### src/rtl/hazard_scoreboard.sv
`default_nettype none
// ============================================================================
// Module   : hazard_scoreboard
// Brief    : ID-stage per-register latency scoreboard; stalls on RAW/WAW
//            against in-flight results that are not yet forwardable.
// Revision : 1.0  initial release
// ============================================================================
module hazard_scoreboard #(
    parameter int NUM_REGS = 32,
    parameter int REG_AW   = 5,
    parameter int CNT_W    = 3,
    parameter bit X0_ZERO  = 1'b1,
    parameter int PERF_W   = 16
) (
    input  logic              clk,
    input  logic              rst,
    input  logic              id_valid,
    input  logic [REG_AW-1:0] id_rs1,
    input  logic              id_rs1_used,
    input  logic [REG_AW-1:0] id_rs2,
    input  logic              id_rs2_used,
    input  logic [REG_AW-1:0] id_rd,
    input  logic              id_rd_wen,
    input  logic [CNT_W-1:0]  id_lat,
    input  logic              flush,
    output logic              pc_write,
    output logic              if_id_write,
    output logic              ctrl_bubble,
    output logic              raw_stall,
    output logic              waw_stall,
    output logic [PERF_W-1:0] stall_cycles
);

    localparam logic [REG_AW-1:0] c_reg_zero = '0;
    localparam logic [PERF_W-1:0] c_perf_max = '1;

    logic [CNT_W-1:0]  r_cnt [NUM_REGS];
    logic [PERF_W-1:0] r_stall_cycles;

    logic [CNT_W-1:0]  w_rs1_cnt;
    logic [CNT_W-1:0]  w_rs2_cnt;
    logic [CNT_W-1:0]  w_rd_cnt;
    logic              w_rs1_live;
    logic              w_rs2_live;
    logic              w_rd_live;
    logic              w_raw;
    logic              w_waw;
    logic              w_stall;
    logic              w_issue;

    // Explicit compare-select keeps lookups in range for any NUM_REGS.
    always_comb begin
        w_rs1_cnt = '0;
        w_rs2_cnt = '0;
        w_rd_cnt  = '0;
        for (int i = 0; i < NUM_REGS; i++) begin
            if (id_rs1 == REG_AW'(i)) w_rs1_cnt = r_cnt[i];
            if (id_rs2 == REG_AW'(i)) w_rs2_cnt = r_cnt[i];
            if (id_rd  == REG_AW'(i)) w_rd_cnt  = r_cnt[i];
        end
    end

    assign w_rs1_live = !X0_ZERO || (id_rs1 != c_reg_zero);
    assign w_rs2_live = !X0_ZERO || (id_rs2 != c_reg_zero);
    assign w_rd_live  = !X0_ZERO || (id_rd  != c_reg_zero);

    assign w_raw = id_valid &&
                   ((id_rs1_used && w_rs1_live && (w_rs1_cnt != '0)) ||
                    (id_rs2_used && w_rs2_live && (w_rs2_cnt != '0)));

    // A new writer may only issue once it cannot complete before the older one.
    assign w_waw = id_valid && id_rd_wen && w_rd_live && (w_rd_cnt > id_lat);

    assign w_stall = (w_raw || w_waw) && !flush;
    assign w_issue = id_valid && !w_stall && !flush && id_rd_wen && w_rd_live;

    always_ff @(posedge clk) begin
        if (rst) begin
            for (int i = 0; i < NUM_REGS; i++) begin
                r_cnt[i] <= '0;
            end
        end else begin
            for (int i = 0; i < NUM_REGS; i++) begin
                if (w_issue && (id_rd == REG_AW'(i))) begin
                    r_cnt[i] <= id_lat;
                end else if (r_cnt[i] != '0) begin
                    r_cnt[i] <= r_cnt[i] - 1'b1;
                end
            end
        end
    end

    always_ff @(posedge clk) begin
        if (rst) begin
            r_stall_cycles <= '0;
        end else if (w_stall && (r_stall_cycles != c_perf_max)) begin
            r_stall_cycles <= r_stall_cycles + 1'b1;
        end
    end

    assign pc_write     = !w_stall;
    assign if_id_write  = !w_stall;
    assign ctrl_bubble  = w_stall || flush;
    assign raw_stall    = w_raw && !flush;
    assign waw_stall    = w_waw && !flush;
    assign stall_cycles = r_stall_cycles;

endmodule
`default_nettype wire

### config.mk
export PLATFORM = sky130hd
export DESIGN_NAME = hazard_scoreboard
export DESIGN_NICKNAME = d
export VERILOG_FILES = /design/src/rtl/hazard_scoreboard.sv
export SDC_FILE = /design/constraint.sdc
export NUM_CORES = 1
export LEC_CHECK = 0
export BUFFER_PORTS_ARGS = -buffer_cell sky130_fd_sc_hd__clkbuf_2
export CAP_MARGIN = 40
export CORE_MARGIN = 4
export CORE_UTILIZATION = 56
export CTS_CLUSTER_DIAMETER = 40
export DETAILED_ROUTE_END_ITERATION = 16
export PLACE_DENSITY_LB_ADDON = 0.3
export RECOVER_POWER = 50
export SKIP_LAST_GASP = 1
export SYNTH_ARGS = -nofsm -noshare
export SYNTH_HDL_FRONTEND = slang
export SYNTH_SLANG_ARGS = --single-unit
### constraint.sdc
create_clock -name clk -period 4.7 [get_ports clk]
set_input_delay 0.705 -clock clk [delete_from_list [all_inputs] [get_ports clk]]
set_output_delay 0.705 -clock clk [all_outputs]
set_load 0.01 [all_outputs]
==> metrics.csv, run 1 <==
stage;metric;value;unit
place;Port Buffers;45;
synth;count of mapped cells out of synthesis;1317;
power_and_ir_drop;Leak;4.947;nW
setup_path;delay-heaviest family, CP;compound AO/OA/AOI/OAI gates;
final_layout;fillers;1675;
route;Pre-Repair DR Iteration Count;6;
synth;XOR/XNOR Fraction of Synth Area;0.4629;%
route;Iteration-0 DRC Markers;1490;
worst_hold_path;hold path endpoint;stall_cycles[13];
setup_path;r2r startpoint;r_cnt[0][22];
setup_path;R2R Path End;stall_cycles[1];
synth;simple-gate area share of the yosys netlist;23.93;%
floorplanning;starting density of the core;57.58;%
floorplanning;Die Height;150.4;µm
synth;Yosys top cell area share;25.39;%
worst_hold_path;hold depth;2;
power_and_ir_drop;Worst VDD drop;0.0003060;V
floorplanning;die area;22620;µm²
setup_path;Worst Setup SP;id_rd[2];
sta;min cycle time layout;4.473;ns
clocking;H-tree Lvls;3;
route;drt total wl;38270;µm
setup_path;crit-path max cell delay;0.42;ns
clocking;CTS root buf;clkbuf_16;
final_layout;fin area;12680;µm²
sta;Tcrit/Tclk final;95.17;%
sta;Max Clk Rate;223.6;MHz
final_layout;Synth-to-Final Area Change;11.68;%
synth;cell taking the most area after synthesis;edfxtp_1;
floorplanning;Horiz. Die Dim;150.4;µm
synth;multiplexer share of the synthesized area;12.52;%
sta;Final Hold Fails;0;
sta;Worst slew margin;-88.35;%
worst_hold_path;Hold Path Class;reg2reg;
sta;Least-Margin Pin Slew;2.825;ns
synth;Post-synth ARST share;0;%
route;detailed-route wire length per cell;23.14;µm
run;max-cap viol count;1;
global_route;global-route wire length before repair;59110;µm
synth;top_reg_cell synth;edfxtp_1;
global_route;vias in the first global route;10690;
global_route;largest net degree at the start of global routing;66;
clocking;clock slew at reported path FFs;0.08;ns
route;DRC viols;0;
clocking;total CTS buffers;9;
setup_path;Worst R2R Path Depth;20;
floorplanning;core box area;19720;µm²
final_layout;Layout Utilization;64.31;%
synth;Synth top cells by count;109 x nor2_1, 96 x edfxtp_1, 80 x inv_1;
setup_path;crit start category;input pin;
setup_path;r2r setup slk;0.38;ns
final_layout;antenna diode count;0;
worst_hold_path;Hold Path Origin;stall_cycles[13];
global_route;GRT Total Usage;33.59;%
final_layout;Final Instance Count excl. Fillers;1654;
global_route;Congestion Overflow GR;0;
place;placed insts;1638;
synth;Mapped Area;11350;µm²
route;Via-to-Cell Ratio;6.902;
synth;post-synth cell types;89;
synth;post-synthesis net count;1410;
clocking;CTS tree;built;
setup_path;critical path endpoint category;output pin;
final_layout;Final Net Count;1477;
setup_path;Crit Path Class;in2out;
global_route;initial antenna violation count;0;
sta;Slew Limit Fails;66;
synth;Synth Area in Compound Gates;20.50;%
place;routability cong.;1.003;
status;run status;finished with violations;
status;failing checks;max-capacitance violations, max-slew violations;
synth;Avg Cell Area, Syn;8.621;µm²
sta;Clock Skews;0.01097;ns
synth;Seq/Total Area, Yosys;28.21;%
route;detailed-route via count;11420;
synth;largest cells by area after synthesis;edfxtp_1 25%, ha_1 7.5%, mux2_2 6.7%, mux2i_1 3.8%, nor2_1 3.6%;
setup_path;buffers and inverters on the worst path;5;
synth;Post-synth EDFFs;96;
setup_path;CP required;3.99;ns
place;area of placed instances;12380;µm²
clocking;# hold bufs at CTS;0;
setup_path;CP max-delay cell;a222oi_1;
route;DRT antenna net count;0;
synth;adder-cell share of the synthesized area;7.494;%
clocking;number of setup buffers added after CTS;0;
setup_path;CP Cell Sequence;clkbuf_2 > nor3b_1 > buf_4 > a22oi_1 > o21ai_1 > o2bb2ai_1 > a222oi_1 > a31oi_1 > o221ai_1 > a21oi_1 > o21ai_1 > ha_1 > nor2b_1 > o21a_1 > o21ai_2 > buf_4 > inv_1 > nand3_2 > nand4_1 > o21ai_2 > buf_2;
floorplanning;row count;51;
clocking;worst skew pair latency;0.37;ns
setup_path;critical path peak fanout;8;
sta;Setup Viol. Count Final;0;
final_layout;share of layout cells above drive strength 1;19.58;%
synth;YS warnings;0;
sta;worst hold slack;0.4994;ns
floorplanning;io pins;46;
place;Final HPWL DP;29110;µm
synth;Yosys reg bits;112;
synth;largest family of logic cells by synthesized area;simple AND/OR/NAND/NOR gates;
synth;count leader, synth;nor2_1;
power_and_ir_drop;Pwr Density;482.8;nW/µm²
setup_path;CP arrival;3.77;ns
clocking;clock sink count;112;
clocking;CTS max path bufs;2;
[worst max-delay path by stage]
stage	end	slack, ns	cells after the start
final	pc_write	0.23	21
after global routing	pc_write	-0.004	21
after floorplan	r_cnt[1][30]	0.005	17
after global placement	r_cnt[1][30]	0.01	19
after CTS	pc_write	0.07	21
after detailed placement	r_cnt[0][9]	-0.13	20
[stage by stage]
stage	power [mW]	TNS [ns]	setup slack [ns]
after floorplan	4.116	0	0.004750
after global placement	5.033	0	0.01385
after detailed placement	5.149	-2.928	-0.1332
after CTS	5.975	0	0.06703
after global routing	6.449	-0.007622	-0.004217
final	6.121	0	0.2270
[layout make-up]
type                            instances  area (µm²)  area share, %
Sequential cell                       112        3203          25.26
Inverter                               84       315.3          2.487
Tap cell                              265       331.6          2.615
Clock inverter                          6       55.05         0.4342
Multi-Input combinational cell       1020        7406          58.41
Timing Repair Buffer                  157        1119          8.822
Clock buffer                           10       250.2          1.974
[flip-flops by register name, indices dropped and copies added (netlist names)]
name,flops
r_cnt,96
stall_cycles,16
[metal layers]
layer	global-route usage (%)	wire (µm)	up-vias
met5	0.9091	0	-
met4	12.17	1340	0
met3	8.067	4964	121
met2	50.80	16390	762
met1	46.85	15580	5427
li1	-	-	5106
[power breakdown]
| part | internal [mW] | switching, mW | leakage, nW | total, mW |
|---|---|---|---|---|
| Clock | 0.403 | 0.398 | 0.151 | 0.802 |
| Combinational | 1.31 | 1.68 | 3.60 | 2.99 |
| Sequential | 1.66 | 0.669 | 1.19 | 2.33 |
| Total | 3.37 | 2.75 | 4.95 | 6.12 |
[worst min-delay path: cells and delay by family (launching register included)]
family | cells | cell delay [ns]
compound gates | 2 | 0.12
flops | 1 | 0.34
[logic make-up (layout without fill, tap and decap cells)]
| family | after synthesis | count (layout) |
|---|---|---|
| simple gates | 490 | 490 |
| compound gates | 335 | 335 |
| buf+inv | 185 | 257 |
| mux | 121 | 121 |
| flops | 112 | 112 |
| fa+ha+maj | 68 | 68 |
| xor+xnor | 6 | 6 |
[layout by cell type, fill, tap and decap left out, types with 48 or more instances in the layout]
| cell | netlist | routed |
|---|---|---|
| inv_1 | 80 | 80 |
| ha_1 | 68 | 68 |
| nor2_1 | 109 | 107 |
| a21oi_1 | 75 | 75 |
| edfxtp_1 | 96 | 96 |
| o21ai_0 | 59 | 55 |
| mux2_2 | 68 | 68 |
| nand2_1 | 75 | 75 |
| nor3_1 | 57 | 57 |
| buf_4 | 8 | 103 |
| nor2b_1 | 49 | 48 |
[what timing repair did]
action	in CTS	in global routing
endpoints found under the setup margin	2	39
pin swaps	0	8
resized for setup	2	12
No activity file was read; power rests on OpenSTA's default activity.
==> run 2, diff against run 1 <==
--- a/config.mk
+++ b/config.mk
@@ -7,13 +7,14 @@
 export LEC_CHECK = 0
 export BUFFER_PORTS_ARGS = -buffer_cell sky130_fd_sc_hd__clkbuf_2
 export CAP_MARGIN = 40
-export CORE_MARGIN = 4
+export CORE_MARGIN = 2
 export CORE_UTILIZATION = 56
 export CTS_CLUSTER_DIAMETER = 40
 export DETAILED_ROUTE_END_ITERATION = 16
 export PLACE_DENSITY_LB_ADDON = 0.3
 export RECOVER_POWER = 50
 export SKIP_LAST_GASP = 1
+export SLEW_MARGIN = 20
 export SYNTH_ARGS = -nofsm -noshare
 export SYNTH_HDL_FRONTEND = slang
 export SYNTH_SLANG_ARGS = --single-unit
==> run 2 against run 1 <==
  * Worst setup slack worse by 0.036 ns
  * Sequential share of layout area hardly changed
  * Combinational power is essentially flat
  * The run still ends with max-capacitance violations, max-slew violations left
  * Clock skew grew 0.0016 ns
  * First-iteration DRC count fell by 15%
  * Cell count rose by 1.1%
  * Cell area rose by 0.11%
  * Sequential cell count stayed put
  * Clock power grew 7.7%
==> metrics.csv, run 2 (same netlist as run 1, synthesis figures left out) <==
stage;metric;value;unit;change
setup_path;CP arrival;3.80;ns;+0.03 ns
clocking;CTS root buf;clkbuf_16;;
global_route;GRT Total Usage;35.47;%;+1.9 points
global_route;initial antenna violation count;0;;unchanged
final_layout;share of layout cells above drive strength 1;18.76;%;-0.82 points
final_layout;fillers;1775;;+6.0%
clocking;# hold bufs at CTS;0;;unchanged
status;run status;finished with violations;;
route;Iteration-0 DRC Markers;1270;;-15%
sta;min cycle time layout;4.509;ns;+0.03632 ns
sta;Worst slew margin;-53.22;%;+35 points
clocking;H-tree Lvls;3;;unchanged
final_layout;Synth-to-Final Area Change;11.80;%;
final_layout;largest register by flop count;r_cnt;;
floorplanning;Die Height;146.4;µm;-2.7%
sta;Least-Margin Pin Slew;2.298;ns;-0.5269 ns
global_route;Congestion Overflow GR;0;;unchanged
place;routability cong.;1.005;;+0.17%
sta;RSZ-0062 raised after global routing;no;;
place;Port Buffers;45;;unchanged
route;DRT antenna net count;0;;unchanged
sta;Tcrit/Tclk final;95.94;%;+0.77 points
floorplanning;die area;21430;µm²;-5.2%
worst_hold_path;Hold Path Class;reg2reg;;
final_layout;area of the multi-input gates;7317;µm²;-1.2%
status;failing checks;max-capacitance violations, max-slew violations;;
global_route;global-route wire length before repair;58970;µm;-0.25%
run;max-cap viol count;1;;unchanged
final_layout;Final Instance Count excl. Fillers;1672;;+1.1%
sta;Max Clk Rate;221.8;MHz;-0.81%
final_layout;Final Net Count;1490;;+0.88%
power_and_ir_drop;Pwr Density;485.6;nW/µm²;+0.58%
setup_path;CP required;3.99;ns;about the same
route;detailed-route via count;11330;;-0.73%
final_layout;most common cell after layout, fill and taps aside;nor2_1;;
sta;Final Hold Fails;0;;unchanged
final_layout;Largest register FFs;96;;unchanged
setup_path;critical path endpoint category;output pin;;
route;Pre-Repair DR Iteration Count;6;;unchanged
clocking;clock sink count;112;;unchanged
place;Final HPWL DP;29850;µm;+2.5%
floorplanning;Horiz. Die Dim;146.4;µm;-2.7%
clocking;worst skew pair latency;0.37;ns;about the same
setup_path;crit start category;input pin;;
sta;Slew Limit Fails;55;;-17%
clocking;total CTS buffers;9;;unchanged
global_route;vias in the first global route;10440;;-2.3%
power_and_ir_drop;total power;6.163;mW;+0.69%
clocking;number of setup buffers added after CTS;0;;unchanged
route;DRC viols;0;;unchanged
power_and_ir_drop;Worst VDD drop;0.0002588;V;-15%
route;detailed-route wire length per cell;23.06;µm;-0.36%
sta;Setup TNS;0;ns;unchanged
sta;Setup Viol. Count Final;0;;unchanged
setup_path;Crit Path Class;in2out;;
floorplanning;core box area;20040;µm²;+1.6%
final_layout;most frequent cells in the layout;107 x nor2_1, 98 x buf_4, 96 x edfxtp_1;;
sta;Clock Skews;0.01262;ns;+0.001649 ns
sta;worst hold slack;0.4950;ns;-0.004355 ns
power_and_ir_drop;Leak;4.967;nW;+0.40%
clocking;CTS max path bufs;2;;unchanged
final_layout;antenna diode count;0;;unchanged
floorplanning;row count;52;;+2.0%
route;Via-to-Cell Ratio;6.778;;-1.8%
final_layout;FF/Latch Area;3203;µm²;unchanged
clocking;clock slew at reported path FFs;0.08;ns;about the same
floorplanning;starting density of the core;56.66;%;-0.92 points
clocking;CTS tree;built;;
global_route;largest net degree at the start of global routing;65;;-1.5%
floorplanning;io pins;46;;unchanged
setup_path;critical path peak fanout;8;;unchanged
place;placed insts;1656;;+1.1%
route;drt total wl;38550;µm;+0.72%
[run 2: changes by cell type in the layout (fill, tap and decap cells not counted), moves of 4 or more]
cell / before / now
buf_4: 103 / 98
clkbuf_1: 19 / 32
clkbuf_2: 25 / 29
nor4_1: 9 / 13
[run 2: layer usage]
layer / track usage [%] / share of wire [%]
met3: 7.313 / 13
met1: 48.82 / 40
met4: 12.67 / 3.2
met5: 0 / 0
met2: 55.68 / 44
[run 2: area by class of cell]
class	instances	area share (%)
clock inverter	5	0.6801
timing repair buffer	170	9.384
sequential	112	25.23
multi-input combinational	1020	57.64
tap	270	2.661
inverter	84	2.484
clock buffer	11	1.912
[run 2: worst paths after layout]
path,depth (start not counted),slack [ns],from,end
setup reg to reg,18,0.26,r_cnt[0][47],r_cnt[1][15]
hold reg to reg,2,0.50,stall_cycles[13],stall_cycles[13]
hold / removal,2,0.50,stall_cycles[13],stall_cycles[13]
setup / recovery,18,0.19,id_rd[0],pc_write
[run 2: where the power goes]
group	leakage [nW]	total (mW)	switching [mW]	internal [mW]
sequential	1.19	2.30	0.640	1.66
clock	0.161	0.864	0.376	0.488
combinational	3.61	3.00	1.67	1.33
[run 2: timing repair]
item | in CTS | in global routing
pin swaps | 0 | 0
gates cloned | 0 | 0
resized for setup | 1 | 4
setup endpoints to repair | 2 | 10
[run 2: per-stage QoR]
step / setup WS (ns) / area (µm²) / utilization [%]
after CTS: 0.01065 / 12840 / 64.09
final: 0.1907 / 12690 / 63.34
after floorplan: 0.004750 / 11370 / -
after global placement: 0.05009 / 12510 / 62.43
after detailed placement: -0.1150 / 12510 / 62.43
after global routing: 0.001975 / 12690 / 63.34
[run 2: critical path: stages]
cell and delay, ns:
clkbuf_2 0.22, mux4_2 0.53, mux2i_1 0.18, o32ai_1 0.10, o31ai_1 0.10, a31oi_1 0.15, o21ai_0 0.20, a22oi_1 0.10
ha_1 0.30, nor2b_1 0.14, o21a_1 0.17, o21ai_2 0.15, buf_4 0.13, inv_1 0.04, nand3_1 0.10, nand4_1 0.17
o21ai_2 0.17, clkbuf_2 0.15
==> run 3, diff against run 2 <==
==> constraint.sdc (replaced) <==
create_clock -name clk -period 4.9 [get_ports clk]
set_input_delay 0.735 -clock clk [delete_from_list [all_inputs] [get_ports clk]]
set_output_delay 0.735 -clock clk [all_outputs]
set_load 0.01 [all_outputs]
==> run 3 against run 2 <==
  * The run still ends with max-capacitance violations, max-slew violations left
  * Core utilization decreased by 2.2 points
  * Sequential power decreased by 3%
  * Via count decreased by 1.6%
  * Clock-buffer cell count increased by 3
  * Largest power group unchanged
==> metrics.csv, run 3 (same netlist as run 1, synthesis figures left out) <==
stage;metric;value;unit;change
clocking;clock slew at reported path FFs;0.08;ns;about the same
clocking;total CTS buffers;9;;unchanged
floorplanning;die area;21430;µm²;unchanged
final_layout;Layout Utilization;61.19;%;-2.2 points
clocking;# hold bufs at CTS;0;;unchanged
worst_hold_path;Hold Path Class;reg2reg;;
floorplanning;starting density of the core;56.66;%;unchanged
global_route;global-route wire length before repair;56940;µm;-3.4%
final_layout;Synth-to-Final Area Change;8.001;%;
final_layout;fillers;1805;;+1.7%
setup_path;CP arrival;4.08;ns;+0.28 ns
setup_path;critical path peak fanout;31;;+23
route;Iteration-0 DRC Markers;1655;;+30%
clocking;worst skew pair latency;0.36;ns;about the same
global_route;largest net degree at the start of global routing;63;;-3.1%
final_layout;largest register by flop count;r_cnt;;
place;routability cong.;1.083;;+7.9%
floorplanning;core box area;20040;µm²;unchanged
global_route;Congestion Overflow GR;0;;unchanged
sta;min cycle time layout;4.811;ns;
clocking;clock sink count;112;;unchanged
route;Via-to-Cell Ratio;6.877;;+1.5%
setup_path;CP max-delay cell;a41oi_1;;
floorplanning;Die Height;146.4;µm;unchanged
floorplanning;Horiz. Die Dim;146.4;µm;unchanged
sta;Worst slew margin;-101.5;%;-48 points
sta;Setup TNS;0;ns;unchanged
place;pre-CTS WS;0.05669;ns;+0.1717 ns
final_layout;area of the multi-input gates;7333;µm²;+0.22%
power_and_ir_drop;Leak;4.722;nW;-4.9%
sta;RSZ-0062 raised after global routing;no;;
sta;Max Clk Rate;207.8;MHz;
sta;Setup Viol. Count Final;0;;unchanged
sta;Least-Margin Pin Slew;3.023;ns;+0.7242 ns
sta;fin worst setup slack;0.08863;ns;-0.1020 ns
setup_path;crit-path max cell delay;0.70;ns;+0.17 ns
route;DRC viols;0;;unchanged
final_layout;most frequent cells in the layout;107 x nor2_1, 96 x edfxtp_1, 80 x inv_1;;
final_layout;Final Net Count;1439;;-3.4%
status;failing checks;max-capacitance violations, max-slew violations;;
run;max-cap viol count;1;;unchanged
global_route;vias in the first global route;10210;;-2.2%
sta;Clock Skews;0.007731;ns;-0.004889 ns
final_layout;Largest register FFs;96;;unchanged
final_layout;FF/Latch Area;3203;µm²;unchanged
route;drt total wl;36760;µm;-4.7%
route;Pre-Repair DR Iteration Count;6;;unchanged
status;run status;finished with violations;;
setup_path;CP required;4.16;ns;+0.17 ns
clocking;H-tree Lvls;3;;unchanged
power_and_ir_drop;total power;5.743;mW;-6.8%
setup_path;critical path endpoint category;output pin;;
clocking;CTS root buf;clkbuf_16;;
final_layout;most common cell after layout, fill and taps aside;nor2_1;;
sta;worst hold slack;0.4773;ns;-0.01775 ns
final_layout;share of layout cells above drive strength 1;16.58;%;-2.2 points
route;detailed-route wire length per cell;22.67;µm;-1.7%
setup_path;Crit Path Class;in2out;;
clocking;CTS tree;built;;
sta;Slew Limit Fails;63;;+15%
sta;Tcrit/Tclk final;98.19;%;
place;Final HPWL DP;27720;µm;-7.1%
place;Port Buffers;45;;unchanged
floorplanning;row count;52;;unchanged
route;detailed-route via count;11150;;-1.6%
setup_path;crit start category;input pin;;
sta;Final Hold Fails;0;;unchanged
power_and_ir_drop;Pwr Density;468.3;nW/µm²;-3.5%
global_route;GRT Total Usage;33.79;%;-1.7 points
power_and_ir_drop;Worst VDD drop;0.0002410;V;-6.9%
floorplanning;io pins;46;;unchanged
global_route;initial antenna violation count;1;;+1
clocking;CTS max path bufs;2;;unchanged
setup_path;CP Cell Sequence;clkbuf_2 > nor3_1 > nand2_1 > a221oi_1 > nor3_1 > o211a_1 > a41oi_1 > buf_4 > nor3b_1 > o21ai_0 > clkbuf_2;;
final_layout;antenna diode count;0;;unchanged
route;DRT antenna net count;0;;unchanged
run 3: cell count changes in the layout (fill, tap and decap cells not counted), sizes merged:
cell,before,now
bufinv,2,0
buf,107,65
clkbuf,74,68
clkinv,5,4
run 3: final cells by class:
cell class,instances,share of cell area (%)
multi-input cells,1020,59.81
well taps,270,2.755
clock inverters,2,0.1429
clock buffers,14,2.327
inverters,84,2.571
repair buffers,119,6.275
flip-flops and latches,112,26.12
run 3: worst paths after layout:
path / slack (ns) / endpoint / cells after the start / start
max: 0.09 / ctrl_bubble / 11 / id_rs2[2]
min: 0.48 / stall_cycles[11] / 2 / stall_cycles[11]
max reg2reg: 0.45 / r_cnt[1][37] / 17 / r_cnt[0][7]
min reg2reg: 0.48 / stall_cycles[11] / 2 / stall_cycles[11]
run 3: per-stage QoR:
step,area [µm²],std cells
after floorplan,11360,1317
after global placement,12050,1604
after detailed placement,12050,1604
after CTS,12350,1620
after global routing,12260,1621
final,12260,1621
run 3: metal layers:
layer  vias to the layer above  global-route usage (%)  part of all wire (%)
li1                       5048                       -                     -
met4                         2                   12.82                   3.5
met2                       750                   51.58                    44
met1                      5237                   46.51                    39
met3                       111                   8.344                    13
met5                         -                       0                 0.035
run 3: what timing repair did:
action,4_1_cts,5_1_grt
gates resized for setup,0,3
endpoints found under the setup margin,0,2
setup buffers,0,1
run 3: worst max-delay path: cells and delay by family:
family | cells | cell delay, ns
AOI/OAI and AO/OA | 4 | 1.51
and+or+nand+nor | 4 | 0.95
buffers and inverters | 3 | 0.86
run 3: power by group:
group	switching, mW	internal, mW	total, mW
sequential	0.637	1.59	2.23
clock	0.366	0.410	0.776
combinational	1.53	1.21	2.74
